===== src/rtl/ifu_fetch_buf.sv =====
// rtl/ifu_fetch_buf.sv - instruction fetch unit with prefetch buffer
//
// Owns the fetch PC. Issues word reads to a one-cycle-latency instruction
// SRAM and buffers the returned words with their PC. Decode drains the buffer
// over a valid/ready handshake. A redirect flushes buffered and in-flight
// fetches and restarts fetch at redirect_pc.
//
// Parameters:
//   RESET_PC     fetch PC after reset (word aligned)
//   DEPTH        prefetch buffer entries (power of two, 2..8)
//
// Ports:
//   clk          clock, rising edge
//   rst          asynchronous active-high reset
//   ins_a        SRAM byte address (bits [1:0] always 0)
//   ins_e        SRAM fetch request
//   ins          SRAM read data, valid the cycle after the request edge
//   redirect     flush and restart fetch at redirect_pc
//   redirect_pc  restart address (bits [1:0] ignored)
//   out_vld      buffer head valid
//   out_rdy      decode accepts head
//   out_pc       PC of head entry
//   out_ins      instruction word of head entry
//
// Optional feature macro: IFU_JAL_PREDECODE_EN
//   When defined, a pushed JAL steers the next fetch to its target.

module ifu_fetch_buf #(
   parameter logic [15:0] RESET_PC = 16'h0000,
   parameter int          DEPTH    = 2
) (
   input  logic        clk,
   input  logic        rst,
   output logic [15:0] ins_a,
   output logic        ins_e,
   input  logic [31:0] ins,
   input  logic        redirect,
   input  logic [15:0] redirect_pc,
   output logic        out_vld,
   input  logic        out_rdy,
   output logic [15:0] out_pc,
   output logic [31:0] out_ins
);

   localparam int AW = (DEPTH > 1) ? $clog2(DEPTH) : 1;
   localparam int CW = AW + 1;

   logic [15:0]   pc;
   logic [15:0]   infl_pc;
   logic          infl;
   logic [15:0]   pc_mem  [DEPTH];
   logic [31:0]   ins_mem [DEPTH];
   logic [AW-1:0] rptr;
   logic [AW-1:0] wptr;
   logic [CW-1:0] count;

   logic          push;
   logic          pop;
   logic [CW:0]   occ_next;
   logic [15:0]   redirect_pc_al;
   logic [15:0]   pc_nxt;
   logic          infl_nxt;

   assign redirect_pc_al = redirect_pc & 16'hFFFC;

   // A handshake during a redirect cycle is not a transfer: the buffer is
   // being flushed anyway.
   assign pop  = out_vld && out_rdy && !redirect;
   assign push = infl && !redirect;

   // Occupancy the buffer must absorb if we issue now: stored entries plus
   // the in-flight word, minus what leaves this cycle.
   assign occ_next = {1'b0, count} + {{CW{1'b0}}, infl} - {{CW{1'b0}}, pop};
   assign ins_e    = !rst && !redirect && (occ_next < (CW+1)'(DEPTH));
   assign ins_a    = pc;

   assign out_vld  = (count != '0);
   assign out_pc   = pc_mem[rptr];
   assign out_ins  = ins_mem[rptr];

`ifdef IFU_JAL_PREDECODE_EN
   // J-immediate truncated to 16 bits: only imm[15:0] can affect the
   // 16-bit target.
   logic [15:0] j_imm;
   logic [15:0] jal_target;
   logic        jal_hit;

   assign j_imm      = {ins[15:12], ins[20], ins[30:21], 1'b0};
   assign jal_target = (infl_pc + j_imm) & 16'hFFFC;
   assign jal_hit    = push && (ins[6:0] == 7'b1101111);
`endif

   always_comb begin
      pc_nxt   = pc;
      infl_nxt = 1'b0;
      if (redirect) begin
         pc_nxt   = redirect_pc_al;
         infl_nxt = 1'b0;
      end else begin
         if (ins_e) begin
            pc_nxt = pc + 16'd4;
         end
         infl_nxt = ins_e;
`ifdef IFU_JAL_PREDECODE_EN
         // Any sequential request issued alongside the JAL push fetched
         // the fall-through word, so its response is dropped.
         if (jal_hit) begin
            pc_nxt   = jal_target;
            infl_nxt = 1'b0;
         end
`endif
      end
   end

   always_ff @(posedge clk or posedge rst) begin
      if (rst) begin
         pc      <= RESET_PC;
         infl    <= 1'b0;
         infl_pc <= '0;
         rptr    <= '0;
         wptr    <= '0;
         count   <= '0;
         for (int i = 0; i < DEPTH; i++) begin
            pc_mem[i]  <= '0;
            ins_mem[i] <= '0;
         end
      end else begin
         pc   <= pc_nxt;
         infl <= infl_nxt;
         if (ins_e) begin
            infl_pc <= pc;
         end
         if (redirect) begin
            rptr  <= '0;
            wptr  <= '0;
            count <= '0;
         end else begin
            if (push) begin
               pc_mem[wptr]  <= infl_pc;
               ins_mem[wptr] <= ins;
               wptr          <= wptr + AW'(1);
            end
            if (pop) begin
               rptr <= rptr + AW'(1);
            end
            count <= count + CW'(push) - CW'(pop);
         end
      end
   end

   // The issue rule keeps count + infl <= DEPTH, so a push into a full
   // buffer without a matching pop means that rule is broken.
   always @(posedge clk) begin
      if (!rst) begin
         assert (!(push && !pop && count == CW'(DEPTH)));
      end
   end

endmodule


===== config.mk =====
export PLATFORM = sky130hd
export DESIGN_NAME = ifu_fetch_buf
export DESIGN_NICKNAME = d
export VERILOG_FILES = /design/src/rtl/ifu_fetch_buf.sv
export SDC_FILE = /design/constraint.sdc
export NUM_CORES = 1
export LEC_CHECK = 0
export BUFFER_PORTS_ARGS = -buffer_cell sky130_fd_sc_hd__buf_2
export CORE_ASPECT_RATIO = 1.75
export CORE_UTILIZATION = 50
export CTS_CLUSTER_DIAMETER = 60
export DETAILED_ROUTE_END_ITERATION = 8
export PLACE_DENSITY = 0.85
export SKIP_CTS_REPAIR_TIMING = 1
export SLEW_MARGIN = 20
export SYNTH_ARGS = -nofsm -noshare
export SYNTH_HDL_FRONTEND = slang
export SYNTH_SLANG_ARGS = --single-unit

===== constraint.sdc =====
create_clock -name clk -period 4.6 [get_ports clk]
set_input_delay 0.23 -clock clk [delete_from_list [all_inputs] [get_ports clk]]
set_output_delay 0.23 -clock clk [all_outputs]
set_load 0.01 [all_outputs]

==> run metrics <==
outcome complete, no violations; antenna cell count 0; IR Drop Worst-Case VDD 397 µV; flops & latches, synth 125; drc violations 0; number of placed instances with taps included 649; number of warnings reported in the yosys synthesis log 0; clock tree from TritonCTS built; sequential fraction of the synthesis area 55.6%; reported leakage power 3.30 nW; startpoint of the worst setup timing path count[1]$_DFF_PP0_; startpoint of the most critical register-to-register path count[1]$_DFF_PP0_; Worst Path Required 4.37 ns; total die area 11700 µm²; Most Frequent Cell on Critical Path sky130_fd_sc_hd__nand2_1; average routed wire per standard cell 16.7 µm; critical path endpoint category output port; Setup Skew 0.00656 ns; starting density of the core 51.9%; die height 142 µm; worst hold slack 0.00931 ns; largest fanout of any net on the critical path 23; setup violators final 0; antenna violations before repair 0; Post-Syn Instances 428; number of vias after detailed routing 3776; maximum number of pins on one net before global-route repair 95; TritonCTS sink count 125; cell count of the worst reg-to-reg path 11; share of layout cells above drive strength 1 53.4%; routed wire length 11400 µm; cell area after placement 6240 µm²; Hold Path Class in2async; max-slew violation count 0; internal reg-to-reg setup slack 1.09 ns; Detail Placement HPWL 7760 µm; top cells by area in the synthesized netlist sky130_fd_sc_hd__dfrtp_1 (56%), sky130_fd_sc_hd__mux2_2 (28%), sky130_fd_sc_hd__nand2_1 (3.7%); Setup Total Neg Slack 0 ns; global-route wire length before repair 18700 µm; max-capacitance violation count 0; post-route minimum period 3.95 ns; power density over cell area 650 nW/µm²; chain of cells forming the critical path or2_2, nand2_1, nor2_1, ha_1, nand2b_1, fa_1, nor3b_2, nand2_1, inv_2, buf_2; overall power after layout 4.46 mW; capture instance of the worst register-to-register path ins_a[2]$_DFFE_PP0P_; Bufs on Longest Clock Path 2; achievable clock frequency 253 MHz; Crit Path Category reg2out; GRT overflow 0; most frequent cells in the layout sky130_fd_sc_hd__mux2_2 (138), sky130_fd_sc_hd__dfrtp_1 (124), sky130_fd_sc_hd__buf_2 (111); DRT iter0 DRCs 137; post-route non-filler standard cell count 681; area of the mapped netlist 5620 µm²; Port-buffer cells 111; Tightest Pin Transition 0.815 ns; routability cong. 0.791; slowest cell on the critical path sky130_fd_sc_hd__fa_1; RSZ-0062 raised after global routing no; Slew HR 45.6%; number of failing hold endpoints at the final stage 0; Post-DRT Antenna Nets 0; unique cell type count in the Yosys netlist 44; CP Capture Point ins_e; total global-route track usage 21.4%; final cycle utilization of the critical path 85.9%; commonest non-fill, non-tap cell in the layout sky130_fd_sc_hd__mux2_2; arrival time at the worst endpoint 3.72 ns; top flip-flop cell by instance count after synthesis sky130_fd_sc_hd__dfrtp_1; top cell type's share of synthesized area 55.6%; share of flip-flops with an asynchronous set or reset after synthesis 100%; number of placement rows 50; Area Growth Syn to Fin 22.1%; Post-Syn Area per Cell 13.1 µm²; kind of start point of the critical path flip-flop; detailed-route vias per instance 5.54; fill count 832; insertion delay to the later sink of the worst-skew pair 0.40 ns; number of global-route vias before repair 3983; final cell area excluding filler cells 6860 µm²; clk root buf sky130_fd_sc_hd__clkbuf_16; cts bufs inserted 17; iteration count of the initial detailed-routing pass 4; CORE AREA 10800 µm²; Clock H-tree levels 4; maximum single-stage delay on the critical path 0.50 ns; area leader, netlist sky130_fd_sc_hd__dfrtp_1; number of I/O pins 118; CTS clk-pin slew, worst paths 0.06 ns; Post-synth EDFFs 0; final-stage net count 595; die width 82.2 µm
## metrics by stage
stage | utilization, % | worst slack, ns
2_1_floorplan | - | 1.04
3_3_place_gp | 57.7 | 1.15
3_5_place_dp | 57.7 | 1.08
4_1_cts | 63.4 | 0.634
5_1_grt | 63.4 | 0.381
6_report | 63.4 | 0.651
## power breakdown
group	total (mW)	switching, mW	leakage (nW)	internal (mW)
logic	1.26	0.544	1.44	0.719
clock network	1.36	0.478	0.300	0.883
registers	1.84	0.282	1.57	1.56
## state kept, by name, indices dropped and copies added, names as in the netlist
signal,flops
count,2
infl,1
infl_pc,14
ins_a,14
ins_mem,64
pc_mem,28
rptr,1
wptr,1
## cell type report
| class | count | area, µm² | area share (%) |
|---|---|---|---|
| Timing Repair Buffer | 114 | 578 | 8.42 |
| Inverter | 10 | 42.5 | 0.620 |
| Sequential cell | 125 | 3130 | 45.6 |
| Clock buffer | 19 | 453 | 6.60 |
| Clock inverter | 13 | 164 | 2.39 |
| Multi-Input combinational cell | 270 | 2330 | 34.0 |
| Tap cell | 130 | 163 | 2.37 |
## routing by layer
metal | track usage, % | vias up | routed length [µm]
met5 | 0 | - | 0
met4 | 9.88 | 0 | 351
met3 | 4.94 | 30 | 380
met2 | 38.7 | 125 | 6390
met1 | 22.6 | 1891 | 4280
li1 | - | 1730 | -
## how the worst min path moves through the flow
stage	end	from	slack (ns)	cells after the start
2_1_floorplan	ins_a[9]$_DFFE_PP0P_	redirect_pc[9]	0.35	2
3_3_place_gp	ins_a[2]$_DFFE_PP0P_	redirect_pc[2]	0.43	3
3_5_place_dp	ins_a[9]$_DFFE_PP0P_	redirect_pc[9]	0.44	3
4_1_cts	ins_a[9]$_DFFE_PP0P_	redirect_pc[9]	0.02	3
5_1_grt	ins_a[9]$_DFFE_PP0P_	redirect_pc[9]	0.03	3
6_report	ins_a[2]$_DFFE_PP0P_	rst	0.009	2
## cell usage after synthesis (3+ instances only)
master / number
sky130_fd_sc_hd__nand3_1: 7
sky130_fd_sc_hd__nor2_1: 5
sky130_fd_sc_hd__buf_4: 5
sky130_fd_sc_hd__xnor2_1: 3
sky130_fd_sc_hd__clkbuf_1: 6
sky130_fd_sc_hd__buf_2: 13
sky130_fd_sc_hd__o211ai_1: 7
sky130_fd_sc_hd__o311ai_0: 5
sky130_fd_sc_hd__o21ai_0: 5
sky130_fd_sc_hd__inv_1: 8
sky130_fd_sc_hd__nand2_1: 55
sky130_fd_sc_hd__mux2_2: 138
sky130_fd_sc_hd__a21oi_1: 3
sky130_fd_sc_hd__ha_1: 4
sky130_fd_sc_hd__dfrtp_1: 125
## critical path, delay by kind of cell, from the launching register on
family | cells | cell delay [ns]
adder cells (fa/ha/maj) | 2 | 0.79
AND/OR/NAND/NOR | 6 | 1.42
buffers and inverters | 2 | 0.64
flip-flops | 1 | 0.46
## logic make-up after synthesis
logic type | Yosys count | synth area share (%)
multiplexers | 138 | 27.6
flip-flops | 125 | 55.6
AND/OR/NAND/NOR | 88 | 7.48
buffers and inverters | 36 | 3.07
AO/OA/AOI/OAI | 29 | 3.78
XOR/XNOR | 6 | 1.07
adder cells (fa/ha/maj) | 5 | 1.25
other | 1 | 0.0667
Note: power is estimated with default switching activity, not from simulation.
